===== src/rtl/gen_pkg.sv =====
// Shared constants and FSM state type for the generator input-side controllers.
package gen_pkg;
  localparam int GEN_IN_DIM     = 8;
  localparam int GEN_MID_DIM    = 13;
  localparam int GEN_OUT_DIM    = 23;
  localparam int GEN_IN_PIX     = GEN_IN_DIM * GEN_IN_DIM;
  localparam int GEN_MID_PIX    = GEN_MID_DIM * GEN_MID_DIM;
  localparam int GEN_OUT_PIX    = GEN_OUT_DIM * GEN_OUT_DIM;
  localparam int GEN_FIFO_DEPTH = 1024;

  localparam int OCC_W     = 11;
  localparam int FRM_W     = 8;
  localparam int OUT_CNT_W = 18;

  typedef enum logic [2:0] {
    IDLE  = 3'd0,
    CHECK = 3'd1,
    ISSUE = 3'd2,
    DRAIN = 3'd3,
    DONE  = 3'd4
  } gen_state_e;
endpackage


===== src/rtl/gen_credit_tracker.sv =====
// Bridge FIFO occupancy plus outstanding per-frame reservations; gates frame launch.
module gen_credit_tracker
  import gen_pkg::*;
#(
  parameter int MID_PIX    = GEN_MID_PIX,
  parameter int FIFO_DEPTH = GEN_FIFO_DEPTH
) (
  input  logic clk,
  input  logic rst,
  input  logic launch,
  input  logic fifo_wr,
  input  logic fifo_rd,
  output logic can_launch,
  output logic ovf,
  output logic udf
);
  localparam int W = $clog2(FIFO_DEPTH + 1);

  logic [W-1:0] occ;
  logic [W-1:0] resv;
  logic [W+1:0] need;

  // Registered counters only: a launch this cycle is not visible until next cycle.
  assign need       = {2'b00, occ} + {2'b00, resv} + (W+2)'(MID_PIX);
  assign can_launch = need <= (W+2)'(FIFO_DEPTH);
  assign ovf        = fifo_wr & ~fifo_rd & (occ == W'(FIFO_DEPTH));
  assign udf        = fifo_rd & ~fifo_wr & (occ == '0);

  always_ff @(posedge clk) begin
    if (rst) begin
      occ  <= '0;
      resv <= '0;
    end else begin
      if (fifo_wr & ~fifo_rd & ~ovf)      occ <= occ + 1'b1;
      else if (fifo_rd & ~fifo_wr & ~udf) occ <= occ - 1'b1;

      case ({launch, fifo_wr})
        2'b11:   resv <= resv + W'(MID_PIX - 1);
        2'b10:   resv <= resv + W'(MID_PIX);
        2'b01:   resv <= (resv == '0) ? '0 : resv - 1'b1;
        default: resv <= resv;
      endcase
    end
  end
endmodule


===== src/rtl/gen_frame_sequencer.sv =====
// Admits host latent frames into layer 0 only when the bridge FIFO can absorb them; tracks batch completion.
module gen_frame_sequencer
  import gen_pkg::*;
#(
  parameter int DATA_WIDTH = 16,
  parameter int IN_DIM     = GEN_IN_DIM,
  parameter int MID_DIM    = GEN_MID_DIM,
  parameter int OUT_DIM    = GEN_OUT_DIM,
  parameter int FIFO_DEPTH = GEN_FIFO_DEPTH
) (
  input  logic                  clk,
  input  logic                  rst,
  input  logic                  start,
  input  logic [7:0]            num_frames,
  input  logic                  s_valid,
  input  logic [DATA_WIDTH-1:0] s_data,
  output logic                  s_ready,
  output logic                  l0_valid,
  output logic [DATA_WIDTH-1:0] l0_data,
  input  logic                  fifo_wr,
  input  logic                  fifo_rd,
  input  logic                  out_valid,
  output logic                  busy,
  output logic                  done,
  output logic                  err
);
  localparam int IN_PIX  = IN_DIM * IN_DIM;
  localparam int MID_PIX = MID_DIM * MID_DIM;
  localparam int OUT_PIX = OUT_DIM * OUT_DIM;
  localparam int PIX_W   = $clog2(IN_PIX);

  gen_state_e             state, state_nxt;
  logic [FRM_W-1:0]       num_q;
  logic [FRM_W-1:0]       frm_issued;
  logic [PIX_W-1:0]       pix_cnt;
  logic [OUT_CNT_W-1:0]   out_cnt;
  logic [OUT_CNT_W-1:0]   out_target;
  logic                   accept, last_pix, frames_left, launch, drained;
  logic                   can_launch, ovf, udf;

  assign s_ready     = (state == ISSUE);
  assign busy        = (state != IDLE);
  assign accept      = s_valid & s_ready;
  assign last_pix    = accept & (pix_cnt == PIX_W'(IN_PIX - 1));
  assign frames_left = (frm_issued != num_q);
  assign launch      = (state == CHECK) & frames_left & can_launch;
  assign out_target  = OUT_CNT_W'(num_q) * OUT_CNT_W'(OUT_PIX);
  assign drained     = (out_cnt == out_target);

  gen_credit_tracker #(
    .MID_PIX    (MID_PIX),
    .FIFO_DEPTH (FIFO_DEPTH)
  ) u_credit (
    .clk        (clk),
    .rst        (rst),
    .launch     (launch),
    .fifo_wr    (fifo_wr),
    .fifo_rd    (fifo_rd),
    .can_launch (can_launch),
    .ovf        (ovf),
    .udf        (udf)
  );

  always_comb begin
    state_nxt = state;
    case (state)
      IDLE:    if (start) state_nxt = (num_frames == '0) ? DONE : CHECK;
      CHECK:   if (!frames_left) state_nxt = DRAIN;
               else if (can_launch) state_nxt = ISSUE;
      ISSUE:   if (last_pix) state_nxt = CHECK;
      DRAIN:   if (drained) state_nxt = DONE;
      DONE:    state_nxt = IDLE;
      default: state_nxt = IDLE;
    endcase
  end

  always_ff @(posedge clk) begin
    if (rst) begin
      state      <= IDLE;
      num_q      <= '0;
      frm_issued <= '0;
      pix_cnt    <= '0;
      out_cnt    <= '0;
      l0_valid   <= 1'b0;
      l0_data    <= '0;
      done       <= 1'b0;
      err        <= 1'b0;
    end else begin
      state    <= state_nxt;
      l0_valid <= accept;
      if (accept) l0_data <= s_data;
      // done is registered so it lands the cycle after DONE, once busy has dropped
      done     <= (state == DONE);
      err      <= err | ovf | udf | ((state == IDLE) & out_valid);

      if ((state == IDLE) && start) begin
        num_q      <= num_frames;
        frm_issued <= '0;
        out_cnt    <= '0;
      end else if ((state != IDLE) && out_valid) begin
        out_cnt <= out_cnt + 1'b1;
      end

      if (accept) pix_cnt <= last_pix ? '0 : pix_cnt + 1'b1;
      if (last_pix) frm_issued <= frm_issued + 1'b1;
    end
  end
endmodule


===== config.mk =====
export PLATFORM = sky130hd
export DESIGN_NAME = gen_frame_sequencer
export DESIGN_NICKNAME = d
export VERILOG_FILES = /design/src/rtl/gen_pkg.sv /design/src/rtl/gen_credit_tracker.sv /design/src/rtl/gen_frame_sequencer.sv
export SDC_FILE = /design/constraint.sdc
export NUM_CORES = 1
export LEC_CHECK = 0
export CAP_MARGIN = 20
export CORE_MARGIN = 3
export CORE_UTILIZATION = 45
export CTS_BUF_LIST = sky130_fd_sc_hd__clkbuf_4
export DETAILED_ROUTE_END_ITERATION = 8
export DONT_BUFFER_PORTS = 1
export SYNTH_ARGS = -nofsm -noshare
export SYNTH_HDL_FRONTEND = slang
export SYNTH_SLANG_ARGS = --single-unit

===== constraint.sdc =====
create_clock -name clk -period 6 [get_ports clk]
set_input_delay 0.3 -clock clk [delete_from_list [all_inputs] [get_ports clk]]
set_output_delay 0.3 -clock clk [all_outputs]
set_load 0.005 [all_outputs]

# == Yosys cells after proc, flatten, opt, wreduce, memory -nomap -nowiden ==
# Cells that the tools add are included.
# word_totals
in_bits,31
register_bits,84
output_inout_bits,21
word_cells,82
# op_classes
n_mux,14
reduce_logical,12
bitwise_logic,18
magnitude_cmp,1
n_eq_ne,15
n_addsub,10
mul,1
# op_table
operator,count
11-bit two-way mux,3
11-bit one-hot mux with 3 select lines,1
"11-bit by 8-bit adder with 11-bit output, second input constant",2
11-bit logical NOT,2
"11-bit by 1-bit subtractor with 11-bit output, second input constant",2
"18-bit by 1-bit adder with 18-bit output, second input constant",1
18-bit == test,1
"8-bit by 10-bit multiplier with 18-bit output, second input constant",1
3-bit two-way mux,6
8-bit two-way mux,2
"13-bit by 8-bit adder with 13-bit output, second input constant",1
"13-bit by 11-bit less-or-equal comparator with 1-bit output, second input constant",1
11-bit by 11-bit adder with 12-bit output,1
3-bit one-hot mux with 4 select lines,1
"11-bit by 1-bit adder with 11-bit output, second input constant",1
1-bit AND,11
"11-bit == test, second input constant",1
"8-bit by 1-bit adder with 8-bit output, second input constant",1
8-bit logical NOT,1
8-bit != test,1
"6-bit by 1-bit adder with 6-bit output, second input constant",1
"3-bit by 2-bit == test with 1-bit output, second input constant",2
"6-bit == test, second input constant",1
6-bit two-way mux,1
15 further kinds,25

# == Depth between registers and ports, before layout ==
# depth
depth_word,7
depth_mapped,19
depth_no_buf,19

# == By module ==
# From an unflattened synthesis, not the netlist that was laid out.
# hier_totals
hier_cells,774
area_unflattened_um2,6189.7
# modules_own_cells
mod,cells_per_inst,area_per_inst_um2,seq_area_each_um2,n_inst
gen_frame_sequencer,433,3520.9,1241.2,1
gen_credit_tracker,341,2668.8,440.4,1

# == Least setup slack after synthesis ==
# No wires, ideal clock.
# synth_path
path_kind,reg-to-reg
start,register u_credit.occ[4]
end,register u_credit.occ[10]
synth_period_minus_slack_ps,3640
path_stages_with_launch,14
path_buffers,0
t_arrival_ps,3514
setup_slack_ps,2360
setup_time_ps,126
path_cell_list,dfxtp_1 or4_1 nor4_1 a21oi_1 nand2_1 ha_1 a21o_1 a21oi_1 nor2b_1 o21a_1 o41a_1 a31oi_1 mux4_2 nor2b_1
# synth_via
elab_chain_len,5
# synth_lines
item,line_no,rtl
"start, declared",gen_credit_tracker.sv:19,logic [W-1:0] occ;
"start signal, assigned",gen_credit_tracker.sv:34,if (fifo_wr & ~fifo_rd & ~ovf) occ <= occ + 1'b1;
"start signal, assigned",gen_credit_tracker.sv:35,else if (fifo_rd & ~fifo_wr & ~udf) occ <= occ - 1'b1;
"parallel branches: the longest is 5 deep, another holds 11-bit by 1-bit subtractor with 11-bit output",-,
# Parallel ways; which one is timed is not known. The select of a mux whose other input is x is not followed.
# A chain may end at the register's enable or synchronous reset.

# == Worst setup path after layout ==
# layout_path
start,register u_credit.resv[0]
end,register u_credit.resv[7]
# layout_via
elab_chain_len,6
# layout_lines
item,line_no,rtl
"start, declared",gen_credit_tracker.sv:20,logic [W-1:0] resv;
"start signal, assigned",gen_credit_tracker.sv:38,2'b11: resv <= resv + W'(MID_PIX - 1);
"start signal, assigned",gen_credit_tracker.sv:39,2'b10: resv <= resv + W'(MID_PIX);
"start signal, assigned",gen_credit_tracker.sv:40,2'b01: resv <= (resv == '0) ? '0 : resv - 1'b1;
11-bit by 11-bit adder with 12-bit output,gen_credit_tracker.sv:24,"assign need = {2'b00, occ} + {2'b00, resv} + (W+2)'(MID_PIX);"
13-bit by 8-bit adder with 13-bit output,gen_credit_tracker.sv:24,
13-bit by 11-bit less-or-equal comparator with 1-bit output,gen_credit_tracker.sv:25,assign can_launch = need <= (W+2)'(FIFO_DEPTH);
1-bit AND,gen_frame_sequencer.sv:46,assign launch = (state == CHECK) & frames_left & can_launch;
2-bit by 1-bit == test with 1-bit output / 2-bit == test (equally long branches),gen_credit_tracker.sv:37,"case ({launch, fifo_wr})"
11-bit one-hot mux with 3 select lines / 3-bit nonzero test (equally long branches),-,
# Parallel ways exist; a longest one is shown, timed or not.

==> results.cfg <==
[sta]
drv_slew = 0
period_minus_slack_ns = 4.43
clock_skew_ns = 0.0156
slew_headroom = 0.349
timing.fmax_ghz = 0.226
setup-violations-final = 0
fin_hold_ws_ns = 0.0682
hold_violations = 0
setup_ws_ns = 1.57
rsz0062_at_grt = no
setup_tns_ns = 0
finalCritPeriodShare = 0.739
tightest_slew_ns = 0.966

[worst_setup_path]
crit_path_end_kind = flip-flop
path_cells = ha_1, inv_1, fa_1, nor2b_1, nor2_1, o211ai_1, o21ai_0, nor4_1, o32ai_1, or2_2, ha_1, inv_1, nor3_1, o311ai_0, a21oi_1
r2r_setup_slack_ns = 1.57
startpoint_type = flip-flop
path_class = reg -> reg
max_stage_delay_ns = 0.67
critPathRequiredTime_ns = 6.40
arrival_ns = 4.83
slowest_stage = ha_1
cpLargestDelayFamily = simple AND/OR/NAND/NOR gates
critical_path_buf_inv_count = 2
crit_fanout = 21

[logic_synthesis]
synth-edff-count = 0
synth_flop_cell = dfxtp_1
yosysUniqueCellTypes = 71
ys.warnings.count = 0
avgSynthCellArea_um2 = 7.95
async_flop_share = 0
synth_top_area_frac = 0.287
seq_area_frac_synth = 0.287
syn-num-nets = 825
netlist_area_um2 = 5850
ys_seq_elements = 84
synth.area.top_cells = dfxtp_1 29%, ha_1 12%, a21oi_1 6.5%
postSynthCellCount = 736
synth_top_area_cell = dfxtp_1

[global_route]
grt_pass1_wl_um = 23500
met1_usage = 0.259
overflow = 0
busiest_layer = met2
grt_usage = 0.196
use_met2 = 0.318
grtUsageMet3 = 0.0415
grt_pass1_vias = 5059
grt_max_degree = 64
antenna_found_initial = 1

[drt]
via_count = 5342
drc = 0
wl_per_cell_um = 15.0
ant_nets = 0
dr.first_iter.drc_count = 260
wl_um = 13800
viasPerCell = 5.81
first_pass_iters = 7

[clock_network]
cts_setup_buffers = 0
htree_levels = 3
cts_tree = yes
cts_inserted_buffers = 9
clockBufferDepth = 2
clock_latency_ns = 0.46
cts_root_buf = clkbuf_4
cts.sinks = 84
clk_pin_slew_ns = 0.15
cts_resized = 0

[pwr]
power_mw = 2.41
ir_worst_vdd_mv = 0.276
p_leak_nw = 2.53
powerDensity_nw_per_um2 = 379

[hold_path]
hp-class = in -> reg

[die]
die_height_um = 120
row_count = 41
io_pins = 52
die-area_um2 = 14400
core_um2 = 12700
start_util = 0.462
die_w_um = 120

[final_layout]
drive_above_1_share = 0.0416
nFillCells = 1199
areaGrowthSynthToFinish_pct = 8.77
final_area_um2 = 6360
nNetsFinal = 830

[place]
dpl_cell_area_um2 = 5940
place_congestion = 0.866
place_worst_setup_slack_ns = 1.67
portBuffers = 0
dp_hpwl_um = 9830

[run]
drv_cap = 0

[outcome]
status = complete, no violations
path summary, 6_finish.rpt:
kind | startpoint | endpoint | cells past startpoint
worst max-delay path | u_credit.resv[0] | u_credit.resv[7] | 15
worst min-delay path | rst | state[0] | 2
worst max register to register | u_credit.resv[0] | u_credit.resv[7] | 15
worst min register to register | l0_data[0] | l0_data[0] | 2
final cells by class:
type | count | area, um2 | share of cell area
Multi-Input combinational cell | 596 | 3950 | 0.621
Sequential cell | 84 | 1680 | 0.264
Timing Repair Buffer | 26 | 278 | 0.0436
Tap cell | 172 | 215 | 0.0338
Inverter | 24 | 90.1 | 0.0142
Clock inverter | 7 | 76.3 | 0.0120
Clock buffer | 9 | 67.6 | 0.0106
Antenna cell | 2 | 5.00 | 0.000786
cells in the mapped netlist (all sizes together), types with 3 or more instances:
cell type	n
and4	3
nor4	9
buf	4
or3	7
nor2	73
o21ai	40
nor4b	4
o21bai	3
clkbuf	28
or2	3
nor3	20
dfxtp	84
fa	3
mux2i	9
o211ai	5
a211oi	10
nor2b	7
nand3	10
a21o	11
and3	8
a221oi	4
xnor2	43
nand4	14
nand2b	6
inv	24
xor2	18
o21a	6
nand3b	6
ha	55
or4	4
a31oi	7
a21oi	77
nand2	89
and2	5
routing by layer:
layer | up-vias | share of wire
met5 | - | 0
met3 | 16 | 0.058
met1 | 2513 | 0.47
met2 | 149 | 0.46
met4 | 0 | 0.017
li1 | 2664 | -
placed cells by master, fill, tap and decap left out, types with 6 or more instances in the layout:
cell           instances
nand2_1               89
dfxtp_1               84
nor2b_1                7
a21oi_1               76
inv_1                 24
nand2b_1               6
and3_1                 7
mux2i_1                9
ha_1                  55
clkbuf_4               9
nor4_1                 9
a211oi_1              10
dlygate4sd3_1         25
nand4_1               14
a21o_1                11
o21a_1                 6
nand3_1               10
a31oi_1                7
nand3b_1               6
nor3_1                20
xor2_1                18
o21ai_0               38
or3_1                  6
xnor2_1               43
nor2_1                73
sequential cells by signal, summed over array words and instances (netlist names):
name and cells:
u_credit.resv 11, err 1, u_credit.occ 11, state 3, l0_data 16, done 1
frm_issued 8, num_q 8, l0_valid 1, pix_cnt 6, out_cnt 18
stage by stage:
stage | std cells | utilization
after floorplan | 736 | -
after global placement | 876 | 0.469
after detailed placement | 876 | 0.469
after CTS | 918 | 0.502
after global routing | 920 | 0.502
final | 920 | 0.502
cell families (layout without fill, tap and decap cells):
logic type,Yosys count,count (layout),synth area share
AND/OR/NAND/NOR,274,274,0.227
multiplexers,11,11,0.0212
other,0,2,0
AO/OA/AOI/OAI,192,192,0.208
adder cells (fa/ha/maj),58,58,0.128
XOR/XNOR,61,61,0.0913
buffers and inverters,56,66,0.0374
flip-flops,84,84,0.287
report_power, final:
group | internal (mW) | total [mW] | switching [mW] | leakage [nW]
clock | 0.101 | 0.342 | 0.241 | 0.0796
sequential | 0.647 | 0.817 | 0.170 | 0.683
combinational | 0.555 | 1.25 | 0.698 | 1.77
total | 1.30 | 2.41 | 1.11 | 2.53
what timing repair did:
action,CTS,global route
hold endpoints to repair,63,0
hold buffers,26,0
setup endpoints to repair,0,0
(Power assumes the default switching activity.)
